## src/rtl/divider_config_loader.sv

```systemverilog
// Serial loader for a clock divider's divide target. A 16-bit word arrives
// MSB first on an asynchronous target_clock/target_data pair. It is range
// checked, and is then applied only at a safe point: a divider count-complete
// strobe, or any cycle while the divider is disabled.
module divider_config_loader #(
  parameter logic [15:0] DEFAULT_TARGET = 16'd10,
  parameter logic [15:0] MIN_TARGET     = 16'd2,
  parameter int unsigned TIMEOUT_CYCLES = 1024
) (
  input  logic        pulse_clock,
  input  logic        external_reset,
  input  logic        target_data,
  input  logic        target_clock,
  input  logic        enable,
  input  logic        divider_toggle,
  output logic [15:0] divider_target,
  output logic        target_update,
  output logic        config_busy,
  output logic        config_error
);

  localparam int TW = $clog2(TIMEOUT_CYCLES + 1);
  localparam logic [TW-1:0] TMO_LAST = TW'(TIMEOUT_CYCLES - 1);
  localparam logic [TW-1:0] TMO_MAX  = TW'(TIMEOUT_CYCLES);

  typedef enum logic [1:0] {IDLE, SHIFT, CHECK, PENDING} state_t;

  state_t        state, state_nxt;
  logic          tclk_p0, tclk_p1, tclk_p2;
  logic          tdata_p0, tdata_p1;
  logic          bit_edge;
  logic [15:0]   shift_reg, shift_nxt;
  logic [15:0]   pend_reg, pend_nxt;
  logic [15:0]   target_nxt;
  logic [4:0]    bit_cnt, bit_cnt_nxt;
  logic [TW-1:0] tmo_cnt, tmo_nxt;
  logic          update_nxt;
  logic          error_nxt;

  // Timeout counter increment that holds at its ceiling instead of wrapping.
  function automatic logic [TW-1:0] sat_inc(input logic [TW-1:0] v);
    return (v >= TMO_MAX) ? TMO_MAX : v + TW'(1);
  endfunction

  // Two-flop synchronizers; the third target_clock flop supplies edge history.
  always_ff @(posedge pulse_clock or posedge external_reset) begin
    if (external_reset) begin
      tclk_p0  <= 1'b0;
      tclk_p1  <= 1'b0;
      tclk_p2  <= 1'b0;
      tdata_p0 <= 1'b0;
      tdata_p1 <= 1'b0;
    end else begin
      tclk_p0  <= target_clock;
      tclk_p1  <= tclk_p0;
      tclk_p2  <= tclk_p1;
      tdata_p0 <= target_data;
      tdata_p1 <= tdata_p0;
    end
  end

  // -- synchronized stage: rising edge of the serial clock --
  assign bit_edge    = tclk_p1 & ~tclk_p2;
  assign config_busy = (state != IDLE);

  // Next-state and datapath updates for the frame FSM.
  always_comb begin
    state_nxt   = state;
    shift_nxt   = shift_reg;
    pend_nxt    = pend_reg;
    target_nxt  = divider_target;
    bit_cnt_nxt = bit_cnt;
    tmo_nxt     = tmo_cnt;
    update_nxt  = 1'b0;
    error_nxt   = config_error;
    case (state)
      IDLE: begin
        if (bit_edge) begin
          shift_nxt   = {15'd0, tdata_p1};
          bit_cnt_nxt = 5'd1;
          tmo_nxt     = '0;
          state_nxt   = SHIFT;
        end
      end
      SHIFT: begin
        if (bit_edge) begin
          shift_nxt   = {shift_reg[14:0], tdata_p1};
          bit_cnt_nxt = bit_cnt + 5'd1;
          tmo_nxt     = '0;
          if (bit_cnt == 5'd15) state_nxt = CHECK;
        end else if (tmo_cnt >= TMO_LAST) begin
          // Serial source stalled mid-frame: drop the partial word.
          shift_nxt   = '0;
          bit_cnt_nxt = '0;
          tmo_nxt     = '0;
          error_nxt   = 1'b1;
          state_nxt   = IDLE;
        end else begin
          tmo_nxt = sat_inc(tmo_cnt);
        end
      end
      CHECK: begin
        bit_cnt_nxt = '0;
        tmo_nxt     = '0;
        if (shift_reg < MIN_TARGET) begin
          error_nxt = 1'b1;
          state_nxt = IDLE;
        end else begin
          pend_nxt  = shift_reg;
          state_nxt = PENDING;
        end
      end
      PENDING: begin
        // Serial edges are ignored here; only a safe apply point matters.
        if (divider_toggle || !enable) begin
          target_nxt = pend_reg;
          update_nxt = 1'b1;
          state_nxt  = IDLE;
        end
      end
      default: state_nxt = IDLE;
    endcase
  end

  // State and register bank; reset restores defaults and discards any frame.
  always_ff @(posedge pulse_clock or posedge external_reset) begin
    if (external_reset) begin
      state          <= IDLE;
      shift_reg      <= '0;
      pend_reg       <= '0;
      divider_target <= DEFAULT_TARGET;
      bit_cnt        <= '0;
      tmo_cnt        <= '0;
      target_update  <= 1'b0;
      config_error   <= 1'b0;
    end else begin
      state          <= state_nxt;
      shift_reg      <= shift_nxt;
      pend_reg       <= pend_nxt;
      divider_target <= target_nxt;
      bit_cnt        <= bit_cnt_nxt;
      tmo_cnt        <= tmo_nxt;
      target_update  <= update_nxt;
      config_error   <= error_nxt;
    end
  end

endmodule
```

## config.mk

```make
export PLATFORM = sky130hd
export DESIGN_NAME = divider_config_loader
export DESIGN_NICKNAME = d
export VERILOG_FILES = /design/src/rtl/divider_config_loader.sv
export SDC_FILE = /design/constraint.sdc
export NUM_CORES = 1
export LEC_CHECK = 0
export BUFFER_PORTS_ARGS = -buffer_cell sky130_fd_sc_hd__buf_2
export CAP_MARGIN = 20
export CORE_UTILIZATION = 59
export CTS_CLUSTER_SIZE = 28
export DETAILED_ROUTE_END_ITERATION = 16
export GPL_TIMING_DRIVEN = 0
export PLACE_DENSITY = 0.78
export SLEW_MARGIN = 20
export SYNTH_ARGS = -nofsm -noshare
export SYNTH_HDL_FRONTEND = slang
export SYNTH_SLANG_ARGS = --single-unit
export TNS_END_PERCENT = 10
```

## constraint.sdc

```tcl
create_clock -name pulse_clock -period 2.3 [get_ports pulse_clock]
set_input_delay 0 -clock pulse_clock [delete_from_list [all_inputs] [get_ports pulse_clock]]
set_output_delay 0 -clock pulse_clock [all_outputs]
set_load 0.005 [all_outputs]
```

Word level (Yosys, flattened, before mapping)
Index checks and enable logic that the tools add are counted.

operators by class
  add/subtract/negate cells = 2
  order comparisons = 3
  equal/unequal tests = 11
  multiplexer cells = 26
  bitwise logic cells = 3
  reduce and logical (&&, ||, !) cells = 14

operator list
  kind                                                                                   number
  16-bit 2-to-1 mux                                                                      3
  11-bit 2-to-1 mux                                                                      4
  11-bit case mux with 3 select lines                                                    1
  16-bit case mux with 2 select lines                                                    1
  16-bit by 2-bit less-than comparator with 1-bit output, second input constant          1
  5-bit 2-to-1 mux                                                                       3
  5-bit case mux with 3 select lines                                                     1
  2-bit 2-to-1 mux                                                                       6
  11-bit by 1-bit adder with 11-bit output, second input constant                        1
  11-bit by 10-bit greater-or-equal comparator with 1-bit output, second input constant  1
  11-bit greater-or-equal comparator, second input constant                              1
  2-bit != test, second input constant                                                   5
  2-bit case mux with 4 select lines                                                     1
  4-bit AND reduction                                                                    2
  3-bit != test, second input constant                                                   2
  2-bit AND reduction                                                                    3
  3-bit AND reduction                                                                    2
  2-bit nonzero test                                                                     3
  5-bit by 1-bit adder with 5-bit output, second input constant                          1
  5-bit by 4-bit equality test with 1-bit output, second input constant                  1
  1-bit 2-to-1 mux                                                                       5
  2-bit equality test, second input constant                                             2
  3-bit nonzero test                                                                     1
  2-bit by 1-bit equality test with 1-bit output, second input constant                  1
  6 further kinds                                                                        7

storage, ports and cells
  flip-flop bits (word level) = 73
  output and inout port bits = 19
  logic and storage cells = 72

Logic depth before layout (Yosys ltp)
  depth in word-level cells = 5
  mapped depth = 7
  depth with buffers taken out = 7

Worst setup path before layout
Ideal clock, no wire load.

  path type = flip-flop to flip-flop
  from = reg tmo_cnt[0]
  to = reg shift_reg[10]
  setup time = 66 ps
  arrival time = 1,767 ps
  slack = 466 ps
  cell stages (with the launch flop) = 7
  buffers on the path = 1
  period minus slack after synthesis = 1,834 ps
  cells stage by stage = dfrtp_1 > ha_1 > a21oi_1 > nor4_1 > o311ai_2 > clkbuf_1 > a22o_1

between the ends
  longest elaborated chain between the ends = 3

ends and longest elaborated chain
  element                                                         RTL line  text
  start: declaration                                              36        logic [TW-1:0] tmo_cnt, tmo_nxt;
  start signal: assignment                                        142       tmo_cnt <= tmo_nxt;
  11-bit by 10-bit greater-or-equal comparator with 1-bit output  91        end else if (tmo_cnt >= TMO_LAST) begin
  3-bit != test (no source line)                                  n/a
  3-bit AND reduction (no source line)                            n/a
  end signal: assignment                                          138       shift_reg <= shift_nxt;
  end: declaration                                                32        logic [15:0] shift_reg, shift_nxt;

Every way passes these cells.
A chain may end at the register's enable or synchronous reset.

Worst setup path after layout
  from = reg tmo_cnt[0]
  to = reg shift_reg[4]

The elaborated chain is that of the path after synthesis.

==> flow_metrics.env <==
export IMPL_core_sq_um=5107
export IMPL_synth_seq_area_share=0.5829
export IMPL_final_max_slew_viol_count=0
export IMPL_status="complete, no violations"
export IMPL_power_density_nw_per_um2=1072
export IMPL_globalplace_congestion=0.8044
export IMPL_clkSinkCount=73
export IMPL_boundaryPins=25
export IMPL_drc=0
export IMPL_synth_warnings=0
export IMPL_final_core_util=0.7104
export IMPL_synthArstFlopShare=1.000
export IMPL_crit_fanout=10
export IMPL_clock_path_buffers=2
export IMPL_clock_root_buffer="clkbuf_8"
export IMPL_min_path_type="primary input to asynchronous set/reset pin"
export IMPL_worstSetupPathType="flip-flop to flip-flop"
export IMPL_slowest_delay_ps=490
export IMPL_syn2layout_area_growth_pct=15.63
export IMPL_cts_htree_levels=3
export IMPL_dp_slack_ps=141.3
export IMPL_drive_gt1_frac=0.3147
export IMPL_grt_pass1_wl_microns=9025
export IMPL_finalCritPeriodShare=0.8946
export IMPL_slew_headroom=0.5997
export IMPL_wl_per_cell_microns=15.53
export IMPL_synth_area_sq_um=3138
export IMPL_nets=296
export IMPL_antennaDiodeCount=0
export IMPL_grt_max_degree=49
export IMPL_port_buffers=24
export IMPL_ys_flop_type="dfrtp_1"
export IMPL_clk_pin_slew_ps=70
export IMPL_timing_fmax_mhz=486.0
export IMPL_cts_tree="built"
export IMPL_synth_edf_count=0
export IMPL_postRouteWirelength_microns=5528
export IMPL_dr_pass1_iters=4
export IMPL_worstPathArrival_ps=2330
export IMPL_slowest_stage="o311ai_2"
export IMPL_antenna_found_initial=0
export IMPL_cp_required_ps=2580
export IMPL_syn_inst=242
export IMPL_vias=2006
export IMPL_die_x_microns=74.93
export IMPL_ys_types=47
export IMPL_wl_met3_microns=180
export IMPL_tightest_slew_ps=592.8
export IMPL_topRoutingLayerUsed="met4"
export IMPL_die_area_sq_um=5615
export IMPL_p_leak_nw=1.759
export IMPL_worstSetupStartpointType="flip-flop"
export IMPL_start_util=0.6144
export IMPL_cp_end_kind="flip-flop"
export IMPL_rsz0062_at_grt="false"
export IMPL_row_count=26
export IMPL_ant_nets=0
export IMPL_clkLatencyLatePin_ps=340
export IMPL_reg2reg_slack_ps=240
export IMPL_skew_ps=7.775
export IMPL_syn_area_per_cell_sq_um=12.97
export IMPL_grt_usage=0.2217
export IMPL_final_cell_mix="71 x dfrtp_1, 33 x mux2_2, 25 x buf_2"
export IMPL_cp_num_buf_inv=1
export IMPL_ir_drop_mv=0.6489
export IMPL_first_global_vias=1913
export IMPL_drt_initial_drc_count=169
export IMPL_setup_slack_ps=242.4
export IMPL_cp_cell_sequence="ha_1 -> a21oi_1 -> nor4_1 -> o311ai_2 -> clkbuf_2 -> a22o_1"
export IMPL_dp_hpwl_microns=3799
export IMPL_grt_overflow=0
export IMPL_synth_seq_cells=73
export IMPL_period_minus_slack_ps=2058
export IMPL_cp_top_family="compound AO/OA/AOI/OAI gates"
export IMPL_numCtsBuffers=9
export IMPL_syn_nets=257
export IMPL_die_h_microns=74.93
export IMPL_setup_viol=0
export IMPL_met2_length_microns=2424
export IMPL_wl_met1_microns=2819
export IMPL_mostFrequentLayoutCell="dfrtp_1"
export IMPL_viasPerCell=5.635
export IMPL_cap_viol_max_count=0
export IMPL_hold_viol_final=0
[kinds of logic after synthesis]
family | after synthesis | synth area share
flip-flops | 73 | 0.5829
AO/OA/AOI/OAI | 52 | 0.1324
AND/OR/NAND/NOR | 44 | 0.07456
multiplexers | 37 | 0.1344
buffers and inverters | 24 | 0.03150
adder cells (fa/ha/maj) | 9 | 0.03589
XOR/XNOR | 3 | 0.008375
[report_power, final]
group / internal [W] / switching (W) / total (W)
Combinational: 0.000499 / 0.000564 / 0.00106
Sequential: 0.00154 / 0.000195 / 0.00173
Clock: 0.000641 / 0.000454 / 0.00109
Total: 0.00268 / 0.00121 / 0.00389
[worst paths after layout]
path | startpoint | cells past startpoint | end
min reg2reg | tclk_p0 | 0 | tclk_p1
min in group pulse_clock | enable | 5 | state[1]
max reg2reg | tmo_cnt[0] | 6 | shift_reg[4]
max | tmo_cnt[0] | 6 | shift_reg[4]
max in group asynchronous | external_reset | 4 | tclk_p2
min | external_reset | 3 | divider_target[15]
[cell type report]
cell class,instances,area [sq um]
Sequential cell,73,1829
Fill cell,370,1479
Multi-Input combinational cell,145,1210
Timing Repair Buffer,28,177.7
Clock buffer,11,141.4
Tap cell,70,87.58
Clock inverter,5,78.83
Inverter,16,62.56
Buffer,8,41.29
[routing by layer]
metal | up-vias | global-route usage
met5 | - | 0
met4 | 0 | 0.1069
met3 | 10 | 0.03614
met2 | 41 | 0.3223
met1 | 996 | 0.3267
li1 | 959 | -
[worst register-to-register path, stage by stage, from the launching register on]
cell	delay, ps
dfrtp_1	430
ha_1	270
a21oi_1	230
nor4_1	90
o311ai_2	490
clkbuf_2	320
a22o_1	170
[synth_stat cells, types with 2 or more instances]
library cell   n  area [sq um]
nand3_1        4         20.02
mux2i_1        2         20.02
clkbuf_1       5         18.77
a2111oi_0      3         26.28
or4_1          2         15.01
nor4_1         5         31.28
inv_1         16         60.06
nand2_1       13         48.80
ha_1           9         112.6
nor2_1         6         22.52
mux2_2        33         371.6
mux2_4         2         30.03
o22ai_1        3         18.77
or2_2          3         18.77
dfstp_2        2         52.55
a211oi_1       2         15.01
xnor2_1        3         26.28
o31ai_1        4         30.03
a21oi_1        7         35.03
a22o_1        15         131.4
o21ai_0        3         15.01
dfrtp_1       71          1777
and3_1         2         12.51
nand2b_1       3         18.77
a2bb2oi_1      2         17.52
[per-stage QoR]
stage	total power, W	hold WS [ps]	instance area (sq um)	TNS [ps]	cells
finish	0.003889	188.1	3628	0	356
global route	0.004114	223.2	3628	0	356
CTS	0.003914	192.3	3626	0	356
detailed placement	0.002812	3.851	3376	0	337
global placement	0.002758	109.0	3346	-24080	336
floorplan	0.002506	31.43	3138	0	242
[repair_timing]
action / in CTS / in global routing
buffers inserted: 0 / 0
setup endpoints to repair: 0 / 12
hold buffers: 3 / 0
hold endpoints to repair: 70 / 0
resized for setup: 0 / 3
(Power assumes the default switching activity.)
